## src/rtl/mod_lockin_accum.sv

```systemverilog
// rtl/mod_lockin_accum.sv - lock-in demodulator accumulating signed ADC samples per reference window
`timescale 1ns/1ps

module mod_lockin_accum #(
  parameter int DATA_W = 16,
  parameter int ACC_W  = 32,
  parameter int NPER_W = 8
) (
  input  logic                     CLK_IN,
  input  logic                     RST,
  input  logic                     ENABLE,
  input  logic [NPER_W-1:0]        NUM_PERIODS,
  input  logic signed [DATA_W-1:0] ADC_DATA,
  input  logic                     ADC_VALID,
  input  logic                     CLK_OUT_MOD,
  input  logic                     CLK_OUT_MODN,
  input  logic                     CLK_OUT_MODL,
  output logic signed [ACC_W-1:0]  RESULT,
  output logic                     RESULT_VALID,
  output logic                     RESULT_SAT,
  output logic [15:0]              RESULT_NSAMP,
  output logic                     OVERLAP_ERR,
  output logic                     BUSY
);

  typedef enum logic [1:0] {S_IDLE, S_ARM, S_INTEG} state_t;

  localparam logic signed [ACC_W-1:0] ACC_MAX  = {1'b0, {(ACC_W-1){1'b1}}};
  localparam logic signed [ACC_W-1:0] ACC_MIN  = {1'b1, {(ACC_W-1){1'b0}}};
  localparam logic [NPER_W-1:0]       NPER_ONE = NPER_W'(1);

  state_t state, state_nxt;

  // registered copies of the reference phases and the sample keep them aligned
  logic                     mod_q, modn_q, modl_q, modl_qq, valid_q;
  logic signed [DATA_W-1:0] data_q;

  logic signed [ACC_W-1:0]  acc;
  logic                     sat;
  logic [15:0]              nsamp;
  logic [NPER_W-1:0]        period_cnt;
  logic [NPER_W-1:0]        n_lat;

  logic                     mark_rise;
  logic                     samp_pos, samp_neg, samp_both;
  logic                     window_end;
  logic                     accum_en, restart, emit;
  logic [NPER_W-1:0]        n_new;
  logic signed [ACC_W-1:0]  base_acc;
  logic                     base_sat;
  logic [15:0]              base_nsamp;
  logic signed [ACC_W:0]    data_ext, contrib, sum_wide;
  logic                     ovf;
  logic signed [ACC_W-1:0]  acc_nxt;
  logic                     sat_nxt;
  logic [15:0]              nsamp_nxt;

  // one-cycle input stage, plus the previous MODL value for edge detection
  always_ff @(posedge CLK_IN or posedge RST) begin
    if (RST) begin
      mod_q   <= 1'b0;
      modn_q  <= 1'b0;
      modl_q  <= 1'b0;
      modl_qq <= 1'b0;
      valid_q <= 1'b0;
      data_q  <= '0;
    end else begin
      mod_q   <= CLK_OUT_MOD;
      modn_q  <= CLK_OUT_MODN;
      modl_q  <= CLK_OUT_MODL;
      modl_qq <= modl_q;
      valid_q <= ADC_VALID;
      data_q  <= ADC_DATA;
    end
  end

  assign mark_rise = modl_q & ~modl_qq;
  assign samp_pos  = valid_q & mod_q & ~modn_q;
  assign samp_neg  = valid_q & modn_q & ~mod_q;
  assign samp_both = valid_q & mod_q & modn_q;
  assign n_new     = (NUM_PERIODS == '0) ? NPER_ONE : NUM_PERIODS;
  assign window_end = (({1'b0, period_cnt} + {{NPER_W{1'b0}}, 1'b1}) == {1'b0, n_lat});

  // a window opens on the first marker out of ARM and on every window end;
  // the coincident sample is always counted into the new window
  assign accum_en = ENABLE & ((state == S_INTEG) | ((state == S_ARM) & mark_rise));
  assign restart  = ENABLE & mark_rise & ((state == S_ARM) | ((state == S_INTEG) & window_end));
  assign emit     = ENABLE & mark_rise & (state == S_INTEG) & window_end;

  // saturating add/subtract one ACC_W+1 bits wide, so -2^(DATA_W-1) negates cleanly
  always_comb begin
    base_acc   = restart ? '0 : acc;
    base_sat   = restart ? 1'b0 : sat;
    base_nsamp = restart ? 16'd0 : nsamp;
    data_ext   = {{(ACC_W+1-DATA_W){data_q[DATA_W-1]}}, data_q};
    contrib    = '0;
    if (samp_pos) begin
      contrib = data_ext;
    end else if (samp_neg) begin
      contrib = -data_ext;
    end
    sum_wide = {base_acc[ACC_W-1], base_acc} + contrib;
    ovf      = sum_wide[ACC_W] ^ sum_wide[ACC_W-1];
    if (ovf) begin
      acc_nxt = sum_wide[ACC_W] ? ACC_MIN : ACC_MAX;
    end else begin
      acc_nxt = sum_wide[ACC_W-1:0];
    end
    sat_nxt = base_sat | ovf;
    if ((samp_pos | samp_neg) && (base_nsamp != 16'hFFFF)) begin
      nsamp_nxt = base_nsamp + 16'd1;
    end else begin
      nsamp_nxt = base_nsamp;
    end
  end

  // state register
  always_ff @(posedge CLK_IN or posedge RST) begin
    if (RST) begin
      state <= S_IDLE;
    end else begin
      state <= state_nxt;
    end
  end

  // next-state: dropping ENABLE abandons any partial window
  always_comb begin
    state_nxt = state;
    if (!ENABLE) begin
      state_nxt = S_IDLE;
    end else begin
      case (state)
        S_IDLE:  state_nxt = S_ARM;
        S_ARM:   state_nxt = mark_rise ? S_INTEG : S_ARM;
        S_INTEG: state_nxt = S_INTEG;
        default: state_nxt = S_IDLE;
      endcase
    end
  end

  // state-decoded outputs
  always_comb begin
    BUSY = (state == S_INTEG);
  end

  // accumulator, period counting and the result register
  always_ff @(posedge CLK_IN or posedge RST) begin
    if (RST) begin
      acc          <= '0;
      sat          <= 1'b0;
      nsamp        <= 16'd0;
      period_cnt   <= '0;
      n_lat        <= '0;
      RESULT       <= '0;
      RESULT_VALID <= 1'b0;
      RESULT_SAT   <= 1'b0;
      RESULT_NSAMP <= 16'd0;
      OVERLAP_ERR  <= 1'b0;
    end else begin
      RESULT_VALID <= 1'b0;
      if (!ENABLE) begin
        OVERLAP_ERR <= 1'b0;
      end else if (accum_en && samp_both) begin
        OVERLAP_ERR <= 1'b1;
      end
      if (!ENABLE || (state == S_IDLE)) begin
        acc        <= '0;
        sat        <= 1'b0;
        nsamp      <= 16'd0;
        period_cnt <= '0;
      end else if (accum_en) begin
        acc   <= acc_nxt;
        sat   <= sat_nxt;
        nsamp <= nsamp_nxt;
        if (restart) begin
          period_cnt <= '0;
          n_lat      <= n_new;
        end else if (mark_rise) begin
          period_cnt <= period_cnt + NPER_ONE;
        end
      end
      if (emit) begin
        RESULT       <= acc;
        RESULT_SAT   <= sat;
        RESULT_NSAMP <= nsamp;
        RESULT_VALID <= 1'b1;
      end
    end
  end

endmodule

```

## config.mk

```make
export PLATFORM = sky130hd
export DESIGN_NAME = mod_lockin_accum
export DESIGN_NICKNAME = d
export VERILOG_FILES = /design/src/rtl/mod_lockin_accum.sv
export SDC_FILE = /design/constraint.sdc
export NUM_CORES = 1
export LEC_CHECK = 0
export ABC_AREA = 1
export BUFFER_PORTS_ARGS = -buffer_cell sky130_fd_sc_hd__buf_2
export CAP_MARGIN = 20
export CORE_UTILIZATION = 44
export DETAILED_ROUTE_END_ITERATION = 7
export SETUP_SLACK_MARGIN = 0.1
export SLEW_MARGIN = 20
export SYNTH_ARGS = -nofsm -noshare
export SYNTH_HDL_FRONTEND = slang
export SYNTH_SLANG_ARGS = --single-unit
```

## constraint.sdc

```tcl
create_clock -name CLK_IN -period 4.8 [get_ports CLK_IN]
set_input_delay 0.24 -clock CLK_IN [delete_from_list [all_inputs] [get_ports CLK_IN]]
set_output_delay 0.24 -clock CLK_IN [all_outputs]
set_load 0.01 [all_outputs]
```

# ---- Word-level counts from Yosys, hierarchy flattened
# Cells that the tools add are included.
dict set report word_totals {
  in_bits 31
  reg_bits 139
  word_cells 84
  latch_bits 0
  out_inout_bits 52
  rom_bits 0
  memories 0
  ramBits 0
}
dict set report op_classes {
  mul 0
  add_sub_neg 5
  eq_ne 5
  mux 25
  n_lt_le_gt_ge 0
  n_reduce_logical 10
  div_mod_pow 0
  shift 0
  bitwise 22
}
# cell n
set ops {}
lappend ops {{2-to-1 mux 32 bit} 5}
lappend ops {{2-to-1 mux 33 bit} 2}
lappend ops {{2-to-1 mux 16 bit} 4}
lappend ops {{2-to-1 mux 8 bit} 5}
lappend ops {{adder 33 bit} 1}
lappend ops {{negator 16 -> 33 bit} 1}
lappend ops {{adder 16 x 1 -> 16 bit, second input constant} 1}
lappend ops {{!= test 16 bit, second input constant} 1}
lappend ops {{AND 1 bit} 13}
lappend ops {{adder 8 x 1 -> 9 bit, second input constant} 1}
lappend ops {{equality test 9 x 8 -> 1 bit} 1}
lappend ops {{adder 8 x 1 -> 8 bit, second input constant} 1}
lappend ops {{logical NOT 8 bit} 1}
lappend ops {{2-to-1 mux 1 bit} 6}
lappend ops {{case mux 2 bit (3 select lines)} 1}
lappend ops {{2-to-1 mux 2 bit} 2}
lappend ops {{NOT 1 bit} 4}
lappend ops {{OR 1 bit} 4}
lappend ops {{AND reduction 3 bit} 1}
lappend ops {{nonzero test 3 bit} 1}
lappend ops {{equality test 2 x 1 -> 1 bit, second input constant} 1}
lappend ops {{equality test 2 bit, second input constant} 1}
lappend ops {{logical AND 1 bit} 2}
lappend ops {{logical NOT 2 bit} 1}
lappend ops {{other kinds (6)} 6}

# ---- Logic depth before layout (Yosys ltp)
# Gate-level depths: netlist of the first run.
dict set report logic_depth {
  ltp_word 11
  ltp_mapped 35
}

# ---- Worst setup path before layout of the first run
# Ideal clock, no wire load.
dict set report synth_timing {
  path_type {register to register}
  from {register period_cnt[1]}
  to {register acc[9]}
  path_buffers 5
  path_slack_ps 355
  path_stages_with_launch 36
  setup_ps 119
  arrival_ps 4325
  cell_sequence {dfrtp_1 ha_1 inv_1 nand2_1 nand2_1 nor2_1 nand2_1 nor2_1 nand3_1 nor2_1 nand3_2 nand2_2 buf_2 buf_2 buf_1 nor2_1 ha_1 fa_1 nand3_1 nand2_1 nand2_1 nand2_1 a21oi_1 inv_1 nand3_1 nand2_1 a21oi_1 inv_1 nand2_1 nand2_1 nand2_2 nand2_2 buf_6 buf_6 o21ai_2 nand2_1}
}
dict set report synth_via {
  elab_chain_len 11
}
# item line
set synth_lines {}
lappend synth_lines {{from (decl)} 41} ;# logic [NPER_W-1:0] period_cnt;
lappend synth_lines {{from (signal assigned)} 179} ;# period_cnt <= period_cnt + NPER_ONE;
lappend synth_lines {{adder 8 x 1 -> 9 bit (*)} 82} ;# assign window_end = (({1'b0, period_cnt} + {{NPER_W{1'b0}}, 1'b1}) == {1'b0, n_lat});
lappend synth_lines {{equality test 9 x 8 -> 1 bit (*)} 82}
lappend synth_lines {{AND 1 bit (*)} 87} ;# assign restart = ENABLE & mark_rise & ((state == S_ARM) | ((state == S_INTEG) & window_end));
lappend synth_lines {{OR 1 bit (*)} 87}
lappend synth_lines {{AND 1 bit (*)} 87}
lappend synth_lines {{2-to-1 mux 32 bit (*)} 92} ;# base_acc = restart ? '0 : acc;
lappend synth_lines {{adder 33 bit (*)} 102} ;# sum_wide = {base_acc[ACC_W-1], base_acc} + contrib;
lappend synth_lines {{2-to-1 mux 32 bit or bitwise XOR 1 bit (tied branches)} {105, 103}}
lappend synth_lines {{2-to-1 mux 32 bit (*)} 104} ;# if (ovf) begin
lappend synth_lines {{2-to-1 mux 32 bit (*)} 171} ;# end else if (accum_en) begin
lappend synth_lines {{2-to-1 mux 32 bit (*)} 166} ;# if (!ENABLE || (state == S_IDLE)) begin
lappend synth_lines {{to (signal assigned)} 172} ;# acc <= acc_nxt;
lappend synth_lines {{to (decl)} 38} ;# logic signed [ACC_W-1:0] acc;
# Every way passes the cells marked *; elsewhere a longest branch is shown, timed or not. The select of a mux whose other input is x is not followed.
# A chain may end at the register's enable or synchronous reset.

# ---- Final worst setup path of the first run
dict set report layout_timing {
  from {register period_cnt[1]}
  to {register acc[24]}
}
# The elaborated chain is that of the path after synthesis.

==> key figures, run 1 <==
Run status
  – Status: finished, final reports clean

Timing
  – Final hold violations: 0
  – Setup tns final: 0 ns
  – Hold slack: 0.03133 ns
  – RSZ-0062 raised after global routing: false
  – Final setup margin: 0.3963 ns
  – Min Clock Period, post-route: 4.404 ns
  – Fmax: 0.2271 GHz
  – Slew Limit Fails: 0
  – Relative slew slack: 19.54%
  – Worst-Margin Slew: 1.196 ns
  – Final period util: 91.74%
  – Final setup viols: 0
  – Final Skew: 0.008877 ns

Setup path
  – Critical-path top delay cell: a21boi_0
  – Critical path depth in cells: 26
  – CP max FO: 14
  – Critical path class: reg2reg
  – Crit path buf inv count: 3
  – WP data arrival: 4.72 ns
  – Worst setup EP type: register
  – RR Endpoint: acc[24]$_DFFE_PP0P_
  – Reg2reg start: period_cnt[1]$_DFFE_PP0P_
  – Critical path's largest stage delay: 0.46 ns
  – Top cell by count, worst path: nand2_1
  – Origin of the worst setup path: period_cnt[1]$_DFFE_PP0P_
  – CP top delay family: simple AND/OR/NAND/NOR gates
  – CP endpoint: acc[24]$_DFFE_PP0P_
  – R2r setup slk: 0.40 ns
  – R2R cell count: 26
  – Startpoint Class: register
  – Worst path required time: 5.11 ns

Power and ir drop
  – Int Power: 2.207 mW
  – Lkg Pwr: 5.313 nW
  – Cell Pwr Density: 290.9 mW/mm²
  – Max IR drop VDD: 0.1815 mV
  – Sw Pwr: 0.7748 mW
  – Power share of the combinational group: 10.9%
  – Net Sw Frac: 25.99%
  – Clock power share: 47.6%
  – Seq pwr share: 41.5%
  – Post-layout total power: 2.981 mW

Clock network
  – CTS tree: built
  – CTS buffer count: 17
  – Worst-Skew Late Latency: 0.43 ns
  – Clk sinks: 139
  – H-tree depth: 4
  – Clock buffer depth: 2
  – Clock Tree Root: clkbuf_16
  – Clock slew at reported path FFs: 0.06 ns

Routing
  – Vias per cell: 5.156
  – DRT Pass-1 Iters: 5
  – First-iteration detailed-routing DRC count: 452
  – Remaining DRCs: 0
  – Detail Route Antenna Nets: 0
  – Wire per inst: 14.55 µm
  – Total Routed Length: 22.54 mm
  – Via count: 7987

Finish
  – Final non-filler cell total: 1549
  – Area Overhead vs Synth: 19.32%
  – Antenna diodes: 0
  – Final nets: 1345
  – Share of layout cells above drive strength 1: 14.43%
  – Final Cell Area: 0.01025 mm²
  – Fin util: 54.25%

Logic synthesis
  – Ys async rst share: 100.0%
  – Seq cells post-synth: 139
  – Ys Warns: 0
  – Synth cell types: 44
  – Syn_area_per_cell: 7.329 µm²
  – Cells after Synth: 1172
  – Synth Net Count: 1241
  – Mapped Area: 0.008589 mm²
  – EDFF count, synth: 0
  – Primary FF master, synth: dfrtp_1
  – Sequential fraction of the synthesis area: 40.50%

Die
  – Starting density of the core: 45.46%
  – Rows: 50
  – Die area: 0.02008 mm²
  – Core ar.: 0.01889 mm²
  – Die X: 141.7 µm
  – Die height: 141.7 µm
  – Boundary Pins: 83

Place
  – DP Cell Count: 1496
  – DPL Wire Length: 16.11 mm
  – Input/output buffers: 82
  – Pre-CTS setup slack: 0.07330 ns
  – RePlAce Congestion: 0.9313
  – Post-DP Area: 0.009301 mm²

Global routing
  – Vias in the first global route: 7727
  – First-pass GRT wire length: 37.78 mm
  – Largest net degree at the start of global routing: 105
  – GRT Util Overall: 23.72%
  – Remaining global-route overflow: 0
  – Initial antenna violation count: 0

Min path
  – Hold Crit Class: in2reg

Run
  – Maxcap violations: 0
[worst register-to-register path, cell delays in order (launching register included)]
cell,delay (ns)
dfrtp_1,0.39
ha_1,0.26
nand2_1,0.12
nor2_1,0.18
nand2_1,0.09
nand3_1,0.07
nand2_1,0.05
inv_1,0.04
nand2_1,0.05
nor2_2,0.16
nand3_4,0.09
nand2_2,0.12
buf_6,0.20
nor2_1,0.08
ha_1,0.36
a21oi_1,0.17
nand2_1,0.13
nand2_1,0.09
nand2_1,0.12
a21oi_2,0.22
buf_4,0.16
o21ai_0,0.18
a21boi_0,0.46
o21bai_1,0.16
xor2_1,0.16
o21ai_1,0.14
nand2_1,0.06
[layout make-up]
type	count	area [µm²]
timing repair buffer	124	779.5
sequential	139	3478
clock buffer	19	442.9
inverter	134	508.0
multi-input combinational	860	4526
fill	1837	8645
clock inverter	13	188.9
tap	260	325.3
[logic make-up after synthesis]
logic type	Yosys count	share of synthesized area, %
compound gates	210	13.61
simple gates	579	28.80
flops	139	40.50
fa+ha+maj	38	5.623
buf+inv	173	8.113
xor+xnor	33	3.365
[layer usage]
metal | part of all wire (%) | track usage (%)
met1 | 47 | 31.00
met2 | 48 | 39.75
met3 | 3.9 | 4.320
met4 | 1.8 | 7.583
met5 | 0 | 0
[cells in the mapped netlist (all sizes together), types with 19 or more instances]
cell	instances	share of area, %
nand2	329	15
dfrtp	139	40
inv	132	5.8
nor2	116	5.4
o21ai	111	6.9
nand3	71	4.4
a21oi	67	3.9
ha	37	5.4
xor2	27	2.8
nand4	26	2.0
nor3	25	1.5
buf	20	1.4
clkbuf	19	0.84
[worst min path at each step]
stage / depth (start not counted) / slack, ns / from / endpoint
3_3_place_gp: 1 / 0.35 / CLK_OUT_MODN / modn_q$_DFF_PP0_
4_1_cts: 3 / 0.02 / NUM_PERIODS[3] / n_lat[3]$_DFFE_PP0P_
6_report: 3 / 0.03 / NUM_PERIODS[3] / n_lat[3]$_DFFE_PP0P_
2_1_floorplan: 0 / 0.27 / ADC_DATA[0] / data_q[0]$_DFF_PP0_
3_5_place_dp: 1 / 0.35 / ADC_DATA[14] / data_q[14]$_DFF_PP0_
5_1_grt: 3 / 0.04 / NUM_PERIODS[4] / n_lat[4]$_DFFE_PP0P_
[registers in the layout, indices dropped and copies added (netlist names), 2 cells and up]
name          count
nsamp            16
RESULT           32
RESULT_NSAMP     16
n_lat             8
acc              32
state             2
data_q           16
period_cnt        8
[power groups by stage]
stage | clock network [mW] | registers (mW) | logic (mW)
after floorplan | 0 | 1.25 | 0.221
after global placement | 0 | 1.26 | 0.306
after detailed placement | 0 | 1.26 | 0.306
after CTS | 1.45 | 1.24 | 0.321
after global routing | 1.50 | 1.24 | 0.368
final | 1.42 | 1.24 | 0.326
[cell usage in the layout (no fill, tap or decap), types with 3 or more instances in the layout]
cell type,n
nand2_2,6
a21oi_2,5
buf_4,21
a21oi_1,62
and3_1,3
inv_6,4
o21ai_1,21
o21ai_0,77
nor4_1,3
dfrtp_1,139
o211ai_1,3
o21ai_2,13
nor3b_1,3
a21o_1,6
nand3_1,67
inv_1,130
nor2_1,109
nor2_2,4
nor3_2,5
dlygate4sd3_1,20
nand4_1,24
clkbuf_16,17
nor3_1,18
nand3_2,3
o21a_1,6
nand2_1,321
o22ai_1,6
ha_1,36
xnor2_1,6
bufinv_16,4
xor2_1,27
nor2_4,3
buf_2,82
[repair_timing]
action / 4_1_cts / 5_1_grt
setup endpoints to repair: 12 / 32
cloned: 0 / 0
endpoints found under the hold margin: 20 / 0
hold buffers: 20 / 0
pin swaps: 0 / 6
resized for setup: 1 / 36
setup buffers: 0 / 1
Note: power is estimated with default switching activity, not from simulation.
==> run 2: changes to the inputs <==
--- a/config.mk
+++ b/config.mk
@@ -6,10 +6,10 @@
 export NUM_CORES = 1
 export LEC_CHECK = 0
 export ABC_AREA = 1
-export BUFFER_PORTS_ARGS = -buffer_cell sky130_fd_sc_hd__buf_2
 export CAP_MARGIN = 20
 export CORE_UTILIZATION = 44
 export DETAILED_ROUTE_END_ITERATION = 7
+export DONT_BUFFER_PORTS = 1
 export SETUP_SLACK_MARGIN = 0.1
 export SLEW_MARGIN = 20
 export SYNTH_ARGS = -nofsm -noshare
==> key figures, run 2 (synthesis results as in run 1) <==
Run status
  – Status: finished, final reports clean

Power and ir drop
  – Post-layout total power: 3.070 mW (+3.0%)
  – Power share of the combinational group: 10.1% (-0.8 points)
  – Int Power: 2.291 mW (+3.8%)
  – Lkg Pwr: 4.923 nW (-7.3%)
  – Clock power share: 49.5% (+1.9 points)
  – Cell Pwr Density: 309.9 mW/mm² (+6.5%)
  – Seq pwr share: 40.3% (-1.2 points)
  – Net Sw Frac: 25.39% (-0.60 points)
  – Max IR drop VDD: 0.2417 mV (+33%)
  – Sw Pwr: 0.7795 mW (+0.60%)

Finish
  – Fillers: 1815 (-1.2%)
  – Final Cell Area: 0.009908 mm² (-3.3%)
  – Share of layout cells above drive strength 1: 7.597% (-6.8 points)
  – Final nets: 1267 (-5.8%)
  – Largest regs: RESULT (32), acc (32)
  – Antenna diodes: 0 (unchanged)
  – Area Overhead vs Synth: 15.35%
  – Commonest non-fill, non-tap cell in the layout: nand2_1
  – Most frequent cells in the layout: nand2_1 (320), dfrtp_1 (139), inv_1 (130)

Clock network
  – Clock slew at reported path FFs: 0.06 ns (about the same)
  – Clk sinks: 139 (unchanged)
  – Clock buffer depth: 2 (unchanged)
  – CTS buffer count: 17 (unchanged)
  – Clock Tree Root: clkbuf_16
  – Worst-Skew Late Latency: 0.43 ns (about the same)
  – CTS tree: built
  – H-tree depth: 4 (unchanged)

Timing
  – Fmax: 0.2321 GHz (+2.2%)
  – Min Clock Period, post-route: 4.309 ns (-0.09504 ns)
  – Worst-Margin Slew: 0.8619 ns (-0.3339 ns)
  – Final period util: 89.76% (-2.0 points)
  – Slew Limit Fails: 0 (unchanged)
  – Final hold violations: 0 (unchanged)
  – Final setup viols: 0 (unchanged)
  – Relative slew slack: 42.54% (+23 points)
  – RSZ-0062 raised after global routing: true
  – Final Skew: 0.01250 ns (+0.003619 ns)

Setup path
  – Startpoint Class: register
  – R2r setup slk: 0.49 ns (+0.10 ns)
  – CP max FO: 8 (-6)
  – Critical path class: reg2reg
  – Origin of the worst setup path: period_cnt[1]$_DFFE_PP0P_
  – R2R cell count: 26 (unchanged)
  – Worst path required time: 5.11 ns (about the same)
  – RR Endpoint: acc[24]$_DFFE_PP0P_
  – WP data arrival: 4.62 ns (-0.10 ns)
  – Worst setup EP type: register
  – CP endpoint: acc[24]$_DFFE_PP0P_
  – Reg2reg start: period_cnt[1]$_DFFE_PP0P_

Global routing
  – First-pass GRT wire length: 36.49 mm (-3.4%)
  – Global routing usage on met2: 38.06% (-1.7 points)
  – Most used routing layer: met2
  – Remaining global-route overflow: 0 (unchanged)
  – Initial antenna violation count: 0 (unchanged)
  – Met1 Use GR: 30.36% (-0.64 points)
  – Met3 global-route usage: 3.645% (-0.67 points)
  – Vias in the first global route: 7233 (-6.4%)
  – Largest net degree at the start of global routing: 98 (-6.7%)
  – GRT Util Overall: 22.90% (-0.83 points)

Min path
  – Hold Crit Class: in2reg

Routing
  – Via count: 7577 (-5.1%)
  – DRT Pass-1 Iters: 7 (+2)
  – Remaining DRCs: 0 (unchanged)
  – Detail Route Antenna Nets: 0 (unchanged)
  – Vias per cell: 5.151 (-0.10%)
  – First-iteration detailed-routing DRC count: 473 (+4.6%)
  – Wire per inst: 14.93 µm (+2.6%)
  – Total Routed Length: 21.96 mm (-2.6%)

Die
  – Rows: 50 (unchanged)
  – Die X: 141.7 µm (unchanged)
  – Boundary Pins: 83 (unchanged)
  – Die height: 141.7 µm (unchanged)
  – Core ar.: 0.01889 mm² (unchanged)
  – Die area: 0.02008 mm² (unchanged)
  – Starting density of the core: 45.46% (unchanged)

Place
  – DPL Wire Length: 15.48 mm (-3.9%)
  – Post-DP Area: 0.008846 mm² (-4.9%)
  – Input/output buffers: 0 (-100%)
  – RePlAce Congestion: 0.9063 (-2.7%)

Run
  – Maxcap violations: 0 (unchanged)
run 2: cell types whose count changed in the layout (fill, tap and decap cells not counted), sizes merged:
cell | before | now
bufinv | 4 | 6
buf | 104 | 16
clkinv | 6 | 5
clkbuf | 19 | 18
dlygate4sd3 | 20 | 30
run 2: area by class of cell:
class                      instances  area [µm²]  area share, %
clock buffer                      18       429.2          4.331
sequential                       139        3478          35.11
clock inverter                    14       240.2          2.425
multi-input combinational        860        4488          45.30
tap                              260       325.3          3.283
inverter                         134       515.5          5.203
timing repair buffer              46       431.7          4.357
run 2: repair_timing:
item                                    4_1_cts  5_1_grt
pin swaps                                     0        5
buffers inserted                              0        1
endpoints found under the hold margin       126        0
hold buffers                                 30        0
endpoints found under the setup margin       30       32
resized for setup                             1       28
run 2: worst min path at each step:
stage | startpoint | to | slack [ns] | depth (start not counted)
2_1_floorplan | ADC_DATA[0] | data_q[0]$_DFF_PP0_ | 0.27 | 0
3_3_place_gp | CLK_OUT_MODN | modn_q$_DFF_PP0_ | 0.27 | 0
3_5_place_dp | CLK_OUT_MOD | mod_q$_DFF_PP0_ | 0.27 | 0
4_1_cts | NUM_PERIODS[6] | n_lat[0]$_DFFE_PP0P_ | 0.13 | 3
5_1_grt | NUM_PERIODS[6] | n_lat[0]$_DFFE_PP0P_ | 0.15 | 3
6_report | NUM_PERIODS[6] | n_lat[0]$_DFFE_PP0P_ | 0.11 | 3
run 2: critical path, stage by stage (launching register included):
cell,delay (ns)
dfrtp_1,0.41
ha_2,0.24
nand2_1,0.09
nor2_1,0.17
nand2_1,0.09
nand3_1,0.07
nand2_1,0.05
inv_1,0.05
nand2_1,0.05
nor2_2,0.16
nand3_4,0.11
nand2_4,0.13
nor2_1,0.06
ha_1,0.23
fa_1,0.41
nand3_1,0.08
nand2_1,0.11
nand2_1,0.09
nand2_1,0.12
a21oi_2,0.22
buf_4,0.16
o21ai_0,0.17
a21boi_0,0.41
o21bai_1,0.14
xor2_1,0.16
o21ai_1,0.13
nand2_1,0.07
run 2: layer usage:
| metal | share of wire (%) | wire length [µm] |
|---|---|---|
| met1 | 47 | 10290 |
| met2 | 48 | 10450 |
| met3 | 4.0 | 882 |
| met4 | 1.5 | 335 |
| met5 | 0 | 0 |
run 2: metrics by stage:
stage / cells / TNS (ns) / hold slack [ns] / setup slack (ns) / utilization [%]
3_5_place_dp: 1408 / -0.005339 / 0.2715 / -0.005339 / 46.82
5_1_grt: 1471 / 0 / 0.1540 / 0.03555 / 52.44
6_report: 1471 / 0 / 0.1118 / 0.4914 / 52.44
3_3_place_gp: 1408 / 0 / 0.2715 / 0.09489 / 46.82
4_1_cts: 1470 / 0 / 0.1255 / 0.1466 / 51.97
2_1_floorplan: 1172 / 0 / 0.2714 / 0.3552 / -
run 2: power by group through the flow:
stage / Combinational [mW] / Sequential, mW / Clock [mW]
floorplan: 0.221 / 1.25 / 0
global placement: 0.283 / 1.26 / 0
detailed placement: 0.284 / 1.26 / 0
CTS: 0.306 / 1.24 / 1.54
global route: 0.352 / 1.24 / 1.59
finish: 0.311 / 1.24 / 1.52
==> run 3: changes to the inputs <==
--- a/config.mk
+++ b/config.mk
@@ -7,6 +7,7 @@
 export LEC_CHECK = 0
 export ABC_AREA = 1
 export CAP_MARGIN = 20
+export CORE_ASPECT_RATIO = 1.2
 export CORE_UTILIZATION = 44
 export DETAILED_ROUTE_END_ITERATION = 7
 export DONT_BUFFER_PORTS = 1
==> key figures, run 3 (synthesis results as in run 1) <==
Run status
  – Status: finished, final reports clean

Finish
  – Share of layout cells above drive strength 1: 8.778% (+1.2 points)
  – Fillers: 1854 (+2.1%)
  – Final non-filler cell total: 1475 (+0.27%)
  – Fin util: 52.51% (+0.066 points)
  – Final nets: 1276 (+0.71%)
  – Largest regs: RESULT (32), acc (32)
  – Commonest non-fill, non-tap cell in the layout: nand2_1
  – Most frequent cells in the layout: nand2_1 (320), dfrtp_1 (139), inv_1 (130)
  – Antenna diodes: 0 (unchanged)
  – Area Overhead vs Synth: 16.11%

Die
  – Die height: 155.1 µm (+9.4%)
  – Rows: 55 (+10%)
  – Starting density of the core: 45.22% (-0.24 points)
  – Boundary Pins: 83 (unchanged)
  – Core ar.: 0.01899 mm² (+0.53%)
  – Die X: 129.5 µm (-8.6%)
  – Die area: 0.02009 mm² (about the same)

Power and ir drop
  – Net Sw Frac: 25.48% (+0.096 points)
  – Power share of the combinational group: 10.8% (+0.7 points)
  – Sw Pwr: 0.7595 mW (-2.6%)
  – Lkg Pwr: 4.961 nW (+0.77%)
  – Max IR drop VDD: 0.2406 mV (-0.47%)
  – Int Power: 2.221 mW (-3.1%)
  – Seq pwr share: 41.6% (+1.3 points)
  – Cell Pwr Density: 298.8 mW/mm² (-3.6%)
  – Clock power share: 47.6% (-1.9 points)

Routing
  – First-iteration detailed-routing DRC count: 496 (+4.9%)
  – Remaining DRCs: 0 (unchanged)
  – Vias per cell: 5.279 (+2.5%)
  – Via count: 7786 (+2.8%)
  – Wire per inst: 16.29 µm (+9.1%)
  – Detail Route Antenna Nets: 0 (unchanged)
  – DRT Pass-1 Iters: 5 (-2)
  – Total Routed Length: 24.02 mm (+9.4%)

Run
  – Maxcap violations: 0 (unchanged)

Timing
  – Final period util: 89.97% (+0.21 points)
  – Relative slew slack: 36.02% (-6.5 points)
  – Fmax: 0.2316 GHz (-0.23%)
  – Final hold violations: 0 (unchanged)
  – Slew Limit Fails: 0 (unchanged)
  – Worst-Margin Slew: 0.9596 ns (+0.09772 ns)
  – Final Skew: 0.007549 ns (-0.004946 ns)
  – Hold slack: 0.02759 ns (-0.08425 ns)
  – Min Clock Period, post-route: 4.319 ns (+0.009937 ns)
  – RSZ-0062 raised after global routing: false
  – Final setup viols: 0 (unchanged)

Clock network
  – Clk sinks: 139 (unchanged)
  – H-tree depth: 4 (unchanged)
  – Worst-Skew Late Latency: 0.43 ns (about the same)
  – CTS tree: built
  – Clock buffer depth: 2 (unchanged)
  – CTS buffer count: 17 (unchanged)
  – Clock Tree Root: clkbuf_16
  – Clock slew at reported path FFs: 0.06 ns (about the same)

Global routing
  – Initial antenna violation count: 1 (+1)
  – Vias in the first global route: 7727 (+6.8%)
  – First-pass GRT wire length: 38.47 mm (+5.4%)
  – Largest net degree at the start of global routing: 108 (+10%)
  – Remaining global-route overflow: 0 (unchanged)
  – GRT Util Overall: 24.99% (+2.1 points)

Setup path
  – WP data arrival: 4.63 ns (about the same)
  – RR Endpoint: acc[10]$_DFFE_PP0P_
  – CP max FO: 18 (+10)
  – Worst setup EP type: register
  – Critical path class: reg2reg
  – R2R cell count: 26 (unchanged)
  – Reg2reg start: data_q[0]$_DFF_PP0_
  – R2r setup slk: 0.48 ns (about the same)
  – Startpoint Class: register
  – Worst path required time: 5.11 ns (about the same)

Min path
  – Hold endpoint: n_lat[0]$_DFFE_PP0P_
  – Hold Path Depth: 2 (-1)
  – Hold Crit Class: in2reg
  – Worst hold start: NUM_PERIODS[0]

Place
  – DPL Wire Length: 17.76 mm (+15%)
  – Input/output buffers: 0 (unchanged)
  – RePlAce Congestion: 0.9518 (+5.0%)
  – DP Cell Count: 1412 (+0.28%)
==> run 3: metal layers <==
metal | wire, µm | global-route usage [%] | vias up
met5 | 11 | 0 | -
met1 | 9837 | 28.13 | 3670
met3 | 899 | 4.814 | 51
li1 | - | - | 3903
met2 | 12570 | 45.72 | 160
met4 | 701 | 10.19 | 2
==> run 3: power by group through the flow <==
stage / combinational (mW) / clock [mW] / sequential, mW
floorplan: 0.221 / 0 / 1.25
global placement: 0.294 / 0 / 1.26
detailed placement: 0.294 / 0 / 1.26
CTS: 0.315 / 1.44 / 1.24
global route: 0.360 / 1.50 / 1.24
finish: 0.322 / 1.42 / 1.24
==> run 3: cell type report <==
class	count	area (µm²)	area share, %
Multi-Input combinational cell	860	4522	45.34
Sequential cell	139	3478	34.88
Clock buffer	20	466.7	4.679
Timing Repair inverter	1	8.758	0.08782
Timing Repair Buffer	54	489.2	4.905
Clock inverter	11	167.7	1.681
Tap cell	256	320.3	3.212
Inverter	134	520.5	5.219
==> run 3: metrics by stage <==
stage               setup WS, ns  power (mW)  area, µm²  TNS (ns)
floorplan                 0.3552       1.471       8589         0
detailed placement       -0.1336       1.554       8901    -1.345
finish                    0.4814       2.981       9973         0
global route             0.07160       3.102       9973         0
global placement        -0.09924       1.554       8901    -1.714
CTS                       0.1077       2.997       9837         0
==> run 3: worst max-delay path by stage <==
stage | endpoint | from | slack [ns] | cells after the start
2_1_floorplan | acc[9]$_DFFE_PP0P_ | period_cnt[1]$_DFFE_PP0P_ | 0.36 | 35
3_3_place_gp | acc[17]$_DFFE_PP0P_ | data_q[0]$_DFF_PP0_ | -0.1 | 26
3_5_place_dp | acc[18]$_DFFE_PP0P_ | data_q[0]$_DFF_PP0_ | -0.13 | 26
4_1_cts | acc[18]$_DFFE_PP0P_ | data_q[0]$_DFF_PP0_ | 0.11 | 26
5_1_grt | acc[25]$_DFFE_PP0P_ | data_q[0]$_DFF_PP0_ | 0.07 | 26
6_report | acc[10]$_DFFE_PP0P_ | data_q[0]$_DFF_PP0_ | 0.48 | 26
==> run 3: critical path, cell delays in order, from the launching register on <==
cell and delay, ns:
dfrtp_1 0.39, inv_1 0.08, ha_1 0.14, inv_1 0.06, nor3_2 0.17, inv_1 0.09, nor3_2 0.15, buf_4 0.17
nand2_1 0.09, nor3_2 0.16, nand4_1 0.21, ha_1 0.33, a21oi_1 0.16, ha_1 0.29, nand2_1 0.08, nand2_1 0.07
a21oi_1 0.17, o21ai_0 0.17, a221oi_2 0.35, nand2_1 0.08, nand2_1 0.07, nand2_1 0.07, nand3_2 0.15, nand2_2 0.08
buf_6 0.18, o21ai_0 0.16, nand2_1 0.07
==> run 3: repair_timing <==
action / 4_1_cts / 5_1_grt
setup buffers: 0 / 2
endpoints found under the hold margin: 135 / 0
setup endpoints to repair: 31 / 33
hold buffers: 29 / 0
pin swaps: 0 / 8
gates cloned: 0 / 1
resized for setup: 3 / 39
